==> src/rtl/dec_pipe_stage.sv <==
// Decode stage: register file with write-back bypass, immediate generation, destination
// select, load-use interlock and a registered ID/EX bundle behind a valid/ready handshake.
module dec_pipe_stage #(
  parameter int DATA_W   = 32,
  parameter int NREGS    = 32,
  parameter int ADDR_W   = 32,
  parameter int LINK_REG = NREGS - 1,
  localparam int AW      = $clog2(NREGS)
) (
  input  logic              Clock,
  input  logic              Reset,
  input  logic              InValid,
  output logic              InReady,
  input  logic [31:0]       Instruction,
  input  logic [ADDR_W-1:0] InstrAddrIn,
  input  logic [1:0]        RegDst,
  input  logic [1:0]        ImmMode,
  input  logic              MemReadCtl,
  input  logic              RegWriteCtl,
  input  logic              UsesRt,
  input  logic              Flush,
  input  logic              WbEn,
  input  logic [AW-1:0]     WbAddr,
  input  logic [DATA_W-1:0] WbData,
  input  logic              OutReady,
  output logic              OutValid,
  output logic [ADDR_W-1:0] OutInstrAddr,
  output logic [DATA_W-1:0] OutRsData,
  output logic [DATA_W-1:0] OutRtData,
  output logic [DATA_W-1:0] OutImm,
  output logic [AW-1:0]     OutRsAddr,
  output logic [AW-1:0]     OutRtAddr,
  output logic [AW-1:0]     OutDstAddr,
  output logic              OutMemRead,
  output logic              OutRegWrite,
  output logic [15:0]       StallCount
);

  logic [DATA_W-1:0] rf_q [NREGS];

  logic              valid_q, valid_d, load_en;
  logic [ADDR_W-1:0] addr_q;
  logic [DATA_W-1:0] rs_data_q, rt_data_q, imm_q;
  logic [DATA_W-1:0] rs_data_d, rt_data_d, imm_d;
  logic [AW-1:0]     rs_addr_q, rt_addr_q, dst_q;
  logic [AW-1:0]     rs_idx, rt_idx, rd_idx, dst_d;
  logic              mem_read_q, reg_write_q;
  logic [15:0]       stall_q, stall_d;
  logic              hazard;

  assign rs_idx = Instruction[21 +: AW];
  assign rt_idx = Instruction[16 +: AW];
  assign rd_idx = Instruction[11 +: AW];

  function automatic logic [DATA_W-1:0] read_reg(input logic [AW-1:0] idx);
    if (idx == '0)                 return '0;
    else if (WbEn && WbAddr == idx) return WbData;
    else                            return rf_q[idx];
  endfunction

  // NOTE: the register file is cleared on reset, so it needs the reset loop and cannot map
  // onto a plain RAM macro.
  always_ff @(posedge Clock or posedge Reset) begin
    if (Reset) begin
      for (int i = 0; i < NREGS; i++) rf_q[i] <= '0;
    end else if (WbEn && WbAddr != '0) begin
      rf_q[WbAddr] <= WbData;
    end
  end

  assign hazard = valid_q && mem_read_q && dst_q != '0 &&
                  (dst_q == rs_idx || (UsesRt && dst_q == rt_idx));

  assign InReady = !Reset && !Flush && !hazard && (!valid_q || OutReady);

  // NOTE: every signal gets a default before the case/if tree so no latch can be inferred.
  always_comb begin
    rs_data_d = read_reg(rs_idx);
    rt_data_d = read_reg(rt_idx);
    imm_d     = '0;
    dst_d     = rt_idx;
    unique case (ImmMode)
      2'b00: imm_d = DATA_W'($signed(Instruction[15:0]));
      2'b01: imm_d = DATA_W'(Instruction[15:0]);
      2'b10: imm_d = DATA_W'($signed({Instruction[15:0], 16'h0000}));
      2'b11: imm_d = DATA_W'(Instruction[25:0]);
    endcase
    unique case (RegDst)
      2'b01:   dst_d = rd_idx;
      2'b10:   dst_d = AW'(LINK_REG);
      default: dst_d = rt_idx;
    endcase
  end

  always_comb begin
    load_en = 1'b0;
    valid_d = valid_q;
    stall_d = stall_q;
    if (Flush) begin
      valid_d = 1'b0;
    end else if (InValid && InReady) begin
      load_en = 1'b1;
      valid_d = 1'b1;
    end else if (OutReady) begin
      valid_d = 1'b0;
    end
    if (InValid && hazard && !Flush && stall_q != 16'hFFFF) stall_d = stall_q + 16'd1;
  end

  // NOTE: sequential state uses non-blocking assignments so every register samples
  // pre-edge values regardless of statement order.
  always_ff @(posedge Clock or posedge Reset) begin
    if (Reset) begin
      valid_q     <= 1'b0;
      addr_q      <= '0;
      rs_data_q   <= '0;
      rt_data_q   <= '0;
      imm_q       <= '0;
      rs_addr_q   <= '0;
      rt_addr_q   <= '0;
      dst_q       <= '0;
      mem_read_q  <= 1'b0;
      reg_write_q <= 1'b0;
      stall_q     <= '0;
    end else begin
      valid_q <= valid_d;
      stall_q <= stall_d;
      if (load_en) begin
        addr_q      <= InstrAddrIn;
        rs_data_q   <= rs_data_d;
        rt_data_q   <= rt_data_d;
        imm_q       <= imm_d;
        rs_addr_q   <= rs_idx;
        rt_addr_q   <= rt_idx;
        dst_q       <= dst_d;
        mem_read_q  <= MemReadCtl;
        reg_write_q <= RegWriteCtl;
      end
    end
  end

  assign OutValid     = valid_q;
  assign OutInstrAddr = addr_q;
  assign OutRsData    = rs_data_q;
  assign OutRtData    = rt_data_q;
  assign OutImm       = imm_q;
  assign OutRsAddr    = rs_addr_q;
  assign OutRtAddr    = rt_addr_q;
  assign OutDstAddr   = dst_q;
  assign OutMemRead   = mem_read_q;
  assign OutRegWrite  = reg_write_q;
  assign StallCount   = stall_q;

endmodule

==> config.mk <==
export PLATFORM = sky130hd
export DESIGN_NAME = dec_pipe_stage
export DESIGN_NICKNAME = d
export VERILOG_FILES = /design/src/rtl/dec_pipe_stage.sv
export SDC_FILE = /design/constraint.sdc
export NUM_CORES = 2
export LEC_CHECK = 0
export ABC_AREA = 0
export BUFFER_PORTS_ARGS = -buffer_cell sky130_fd_sc_hd__buf_2
export CORE_ASPECT_RATIO = 1.1
export CORE_MARGIN = 1
export CORE_UTILIZATION = 50
export DETAILED_ROUTE_END_ITERATION = 8
export HOLD_SLACK_MARGIN = 0.05
export PLACE_DENSITY_LB_ADDON = 0.1
export SLEW_MARGIN = 20
export SYNTH_ARGS = -nofsm -noshare
export SYNTH_HDL_FRONTEND = slang
export SYNTH_SLANG_ARGS = --single-unit
==> constraint.sdc <==
create_clock -name Clock -period 43.4 [get_ports Clock]
set_input_delay 2.17 -clock Clock [delete_from_list [all_inputs] [get_ports Clock]]
set_output_delay 2.17 -clock Clock [all_outputs]
set_load 0.03 [all_outputs]
==> impl_metrics.xml <==
<?xml version="1.0" encoding="UTF-8"?>
<metrics>
  <group name="logic_synthesis">
    <metric name="syn-mean-instance-area" unit="µm²">14.77</metric>
    <metric name="synth.ff_latch_count" unit="">1186</metric>
    <metric name="number_of_distinct_library_cells_after_synthesis" unit="">49</metric>
    <metric name="yosys_most_used_dff" unit="">sky130_fd_sc_hd__dfrtp_1</metric>
    <metric name="mappedNetlistNets" unit="">4299</metric>
    <metric name="async_flop_share" unit="%">100.0</metric>
    <metric name="post_synth_edffs" unit="">0</metric>
    <metric name="synth-seq-area-share" unit="%">48.06</metric>
    <metric name="synth_warnings" unit="">0</metric>
    <metric name="syn_area" unit="µm²">61750</metric>
    <metric name="postSynthCellCount" unit="">4182</metric>
  </group>
  <group name="cells_and_area">
    <metric name="layout_commonest_cell" unit="">sky130_fd_sc_hd__dfrtp_1</metric>
    <metric name="final_net_count" unit="">4310</metric>
    <metric name="area.growth.synth_to_final" unit="%">10.59</metric>
    <metric name="final_design_area_no_fill" unit="µm²">68290</metric>
    <metric name="layout-drive-gt1-share" unit="%">48.73</metric>
    <metric name="most-common-layout-cells" unit="">sky130_fd_sc_hd__dfrtp_1, sky130_fd_sc_hd__mux2_2, sky130_fd_sc_hd__mux4_2, sky130_fd_sc_hd__nand2_1, sky130_fd_sc_hd__buf_2</metric>
  </group>
  <group name="critical_path">
    <metric name="critPathBufInv" unit="">2</metric>
    <metric name="crit_path_top_delay_cell" unit="">sky130_fd_sc_hd__buf_8</metric>
    <metric name="path_max_fanout" unit="">78</metric>
    <metric name="worstSetupEndpointType" unit="">primary output</metric>
    <metric name="crit_required" unit="ns">41.23</metric>
    <metric name="timing.critical_path.from" unit="">Instruction[17]</metric>
    <metric name="timing.critical_path.max_delay_family" unit="">buffers and inverters</metric>
    <metric name="crit-reg2reg-launch" unit="">OutDstAddr[1]$_DFFE_PP0P_</metric>
    <metric name="cp_cell_sequence" unit="">buf_8 &gt; xor2_1 &gt; nor4_1 &gt; a32oi_1 &gt; o21a_1 &gt; buf_2</metric>
    <metric name="cp-start-kind" unit="">primary input</metric>
    <metric name="worst-endpoint-arrival" unit="ns">4.01</metric>
    <metric name="critical_setup_path_class" unit="">primary input to primary output</metric>
    <metric name="max_stage_delay" unit="ns">0.67</metric>
    <metric name="reg2reg_setup_slack" unit="ns">39.66</metric>
  </group>
  <group name="clock_tree">
    <metric name="clk_path_buf_depth" unit="">3</metric>
    <metric name="cts.sinks" unit="">1186</metric>
    <metric name="worst_skew_pair_latency" unit="ns">0.76</metric>
    <metric name="tritoncts" unit="">yes</metric>
    <metric name="clk_pin_slew_worst_paths" unit="ns">0.06</metric>
    <metric name="post-cts-setup-buffers" unit="">0</metric>
    <metric name="cts_hold_buf" unit="">0</metric>
    <metric name="clock-root-buffer" unit="">sky130_fd_sc_hd__clkbuf_16</metric>
    <metric name="cts_resized" unit="">0</metric>
    <metric name="h-tree-depth" unit="">4</metric>
    <metric name="cts-buffers-inserted" unit="">133</metric>
  </group>
  <group name="flow_run">
    <metric name="max_cap_violations" unit="">0</metric>
  </group>
  <group name="sta">
    <metric name="maxSlewViolCount" unit="">0</metric>
    <metric name="setup_viol_count_final" unit="">0</metric>
    <metric name="period_minus_slack" unit="ns">6.178</metric>
    <metric name="max_slew_margin" unit="%">20.04</metric>
    <metric name="worst-slew-pin-transition" unit="ns">1.197</metric>
    <metric name="period_share" unit="%">14.24</metric>
    <metric name="total_count_of_hold_check_failures_in_the_final_report" unit="">0</metric>
    <metric name="grt_setup_unrepaired" unit="">no</metric>
    <metric name="max_freq" unit="MHz">161.9</metric>
    <metric name="tns" unit="ns">0</metric>
    <metric name="timing.clock.skew" unit="ns">0.01981</metric>
  </group>
  <group name="route">
    <metric name="vias_per_cell" unit="">6.614</metric>
    <metric name="post_drt_wl_per_cell" unit="µm">31.97</metric>
    <metric name="detail_route.first_pass.iterations" unit="">8</metric>
    <metric name="antenna_violating_nets_post_route" unit="">0</metric>
    <metric name="detail_route.wirelength" unit="mm">189.6</metric>
    <metric name="routed-via-count" unit="">39230</metric>
    <metric name="first_iter_violations" unit="">3479</metric>
    <metric name="post-route-drc-count" unit="">0</metric>
  </group>
  <group name="power_and_ir_drop">
    <metric name="clock_power_share" unit="%">34.0</metric>
    <metric name="totalPowerFinal" unit="mW">3.262</metric>
    <metric name="ir_drop" unit="mV">0.04194</metric>
    <metric name="internal_power" unit="mW">2.342</metric>
    <metric name="seq_power_share" unit="%">45.2</metric>
    <metric name="power.density" unit="nW/µm²">47.76</metric>
    <metric name="p_leak" unit="nW">30.24</metric>
    <metric name="switching_share" unit="%">28.18</metric>
    <metric name="net-switching-power" unit="µW">919.2</metric>
    <metric name="comb_power_share" unit="%">20.8</metric>
  </group>
  <group name="global_routing">
    <metric name="first_global_vias" unit="">39860</metric>
    <metric name="grt_pass1_wl" unit="mm">278.9</metric>
    <metric name="pin_count_of_the_biggest_net_entering_global_routing" unit="">183</metric>
    <metric name="grt.total_usage" unit="%">30.86</metric>
    <metric name="grt-ovfl-total" unit="">0</metric>
    <metric name="grt_antenna_before_repair" unit="">21</metric>
  </group>
  <group name="floorplanning">
    <metric name="die_height" unit="µm">370.6</metric>
    <metric name="design.portCount" unit="">277</metric>
    <metric name="initial_core_util" unit="%">50.66</metric>
    <metric name="fp.dieW" unit="µm">337.1</metric>
    <metric name="floorplan.die_area" unit="µm²">124900</metric>
    <metric name="floorplan.rows" unit="">134</metric>
    <metric name="fp.coreArea" unit="µm²">121900</metric>
  </group>
  <group name="placed_design">
    <metric name="port_buffers" unit="">270</metric>
    <metric name="final_hpwl_dp" unit="mm">102.9</metric>
    <metric name="placement.cell_area" unit="µm²">63970</metric>
    <metric name="globalplace.congestion" unit="">0.7826</metric>
  </group>
  <group name="hold_path">
    <metric name="timing.hold.worst.class" unit="">register to register</metric>
    <metric name="hold_path_startpoint" unit="">rf_q[1017]$_DFFE_PP0P_</metric>
  </group>
  <group name="run_status">
    <metric name="result_of_the_run" unit="">completed</metric>
  </group>
</metrics>
-- routing by layer --
| metal | track usage, % | vias to the layer above | share of wire, % |
|---|---|---|---|
| met5 | 0 | - | 0.028 |
| met2 | 48.33 | 1575 | 47 |
| li1 | - | 16030 | - |
| met3 | 5.939 | 334 | 7.2 |
| met4 | 10.72 | 8 | 3.1 |
| met1 | 43.22 | 21290 | 43 |
-- final cells by class --
cell class                      instances  area (µm²)
Multi-Input combinational cell       2525       30160
Inverter                                4       22.52
Tap cell                             1632        2042
Antenna cell                            9       22.52
Clock inverter                         28       302.8
Sequential cell                      1186       29680
Fill cell                            9908       53600
Clock buffer                          205        3934
Timing Repair Buffer                  343        2128
-- cells in the mapped netlist, types with 35 or more instances --
master	count	area, µm²
sky130_fd_sc_hd__o211ai_1	35	262.8
sky130_fd_sc_hd__mux4_1	73	1918
sky130_fd_sc_hd__buf_2	93	465.5
sky130_fd_sc_hd__o21ai_0	48	240.2
sky130_fd_sc_hd__buf_1	52	195.2
sky130_fd_sc_hd__a211oi_1	64	480.5
sky130_fd_sc_hd__mux2_2	1042	11730
sky130_fd_sc_hd__clkbuf_1	287	1077
sky130_fd_sc_hd__mux4_2	469	10560
sky130_fd_sc_hd__dfrtp_1	1186	29680
sky130_fd_sc_hd__nor2_1	72	270.3
sky130_fd_sc_hd__mux2i_1	97	970.9
sky130_fd_sc_hd__a21oi_1	36	180.2
sky130_fd_sc_hd__nor3_1	37	185.2
sky130_fd_sc_hd__nand2_1	287	1077
-- logic make-up after synthesis --
logic type | count (synthesis) | synth area share (%)
DFF | 1186 | 48.06
AOI/OAI and AO/OA | 307 | 3.530
xor gates and xnor gates | 35 | 0.4964
and+or+nand+nor | 499 | 3.512
buffers and inverters | 471 | 3.550
muxes | 1681 | 40.79
adders and majority gates | 3 | 0.06080
-- sequential cells by signal (all words and copies together) (netlist names) --
| register | cells |
|---|---|
| rf_q | 1024 |
| OutImm | 32 |
| OutInstrAddr | 32 |
| OutRsData | 32 |
| OutRtData | 32 |
| StallCount | 16 |
| OutDstAddr | 5 |
| OutRsAddr | 5 |
| OutRtAddr | 5 |
| OutMemRead | 1 |
| OutRegWrite | 1 |
| OutValid | 1 |
-- through the flow --
stage                     hold WS (ns)  worst slack (ns)  util (%)  cells
after global routing            0.4048             36.43     56.02   5930
after CTS                       0.3981             36.72     55.95   5921
after floorplan                 0.4385             7.820         -   4182
after detailed placement        0.3843             35.91     52.48   5688
final                           0.3959             37.22     56.02   5932
after global placement          0.3775             35.95     52.43   5685
-- power by group through the flow --
stage               clock (mW)  combinational [mW]  sequential (mW)
finish                    1.11               0.678             1.47
global route              1.17               0.726             1.50
CTS                       1.13               0.681             1.47
detailed placement           0               0.678             1.49
global placement             0               0.667             1.48
floorplan                    0               0.485             1.49
-- path summary, 6_finish.rpt --
kind                                             end  cells after the start
max in group asynchronous      rf_q[881]$_DFFE_PP0P_                      7
min in group asynchronous   OutRtAddr[4]$_DFFE_PP0P_                      2
setup / recovery                             InReady                      6
hold reg to reg               rf_q[1017]$_DFFE_PP0P_                      0
setup reg to reg           OutRtData[29]$_DFFE_PP0P_                      7
hold / removal                rf_q[1017]$_DFFE_PP0P_                      0
Power figures use the tool's default switching activity.
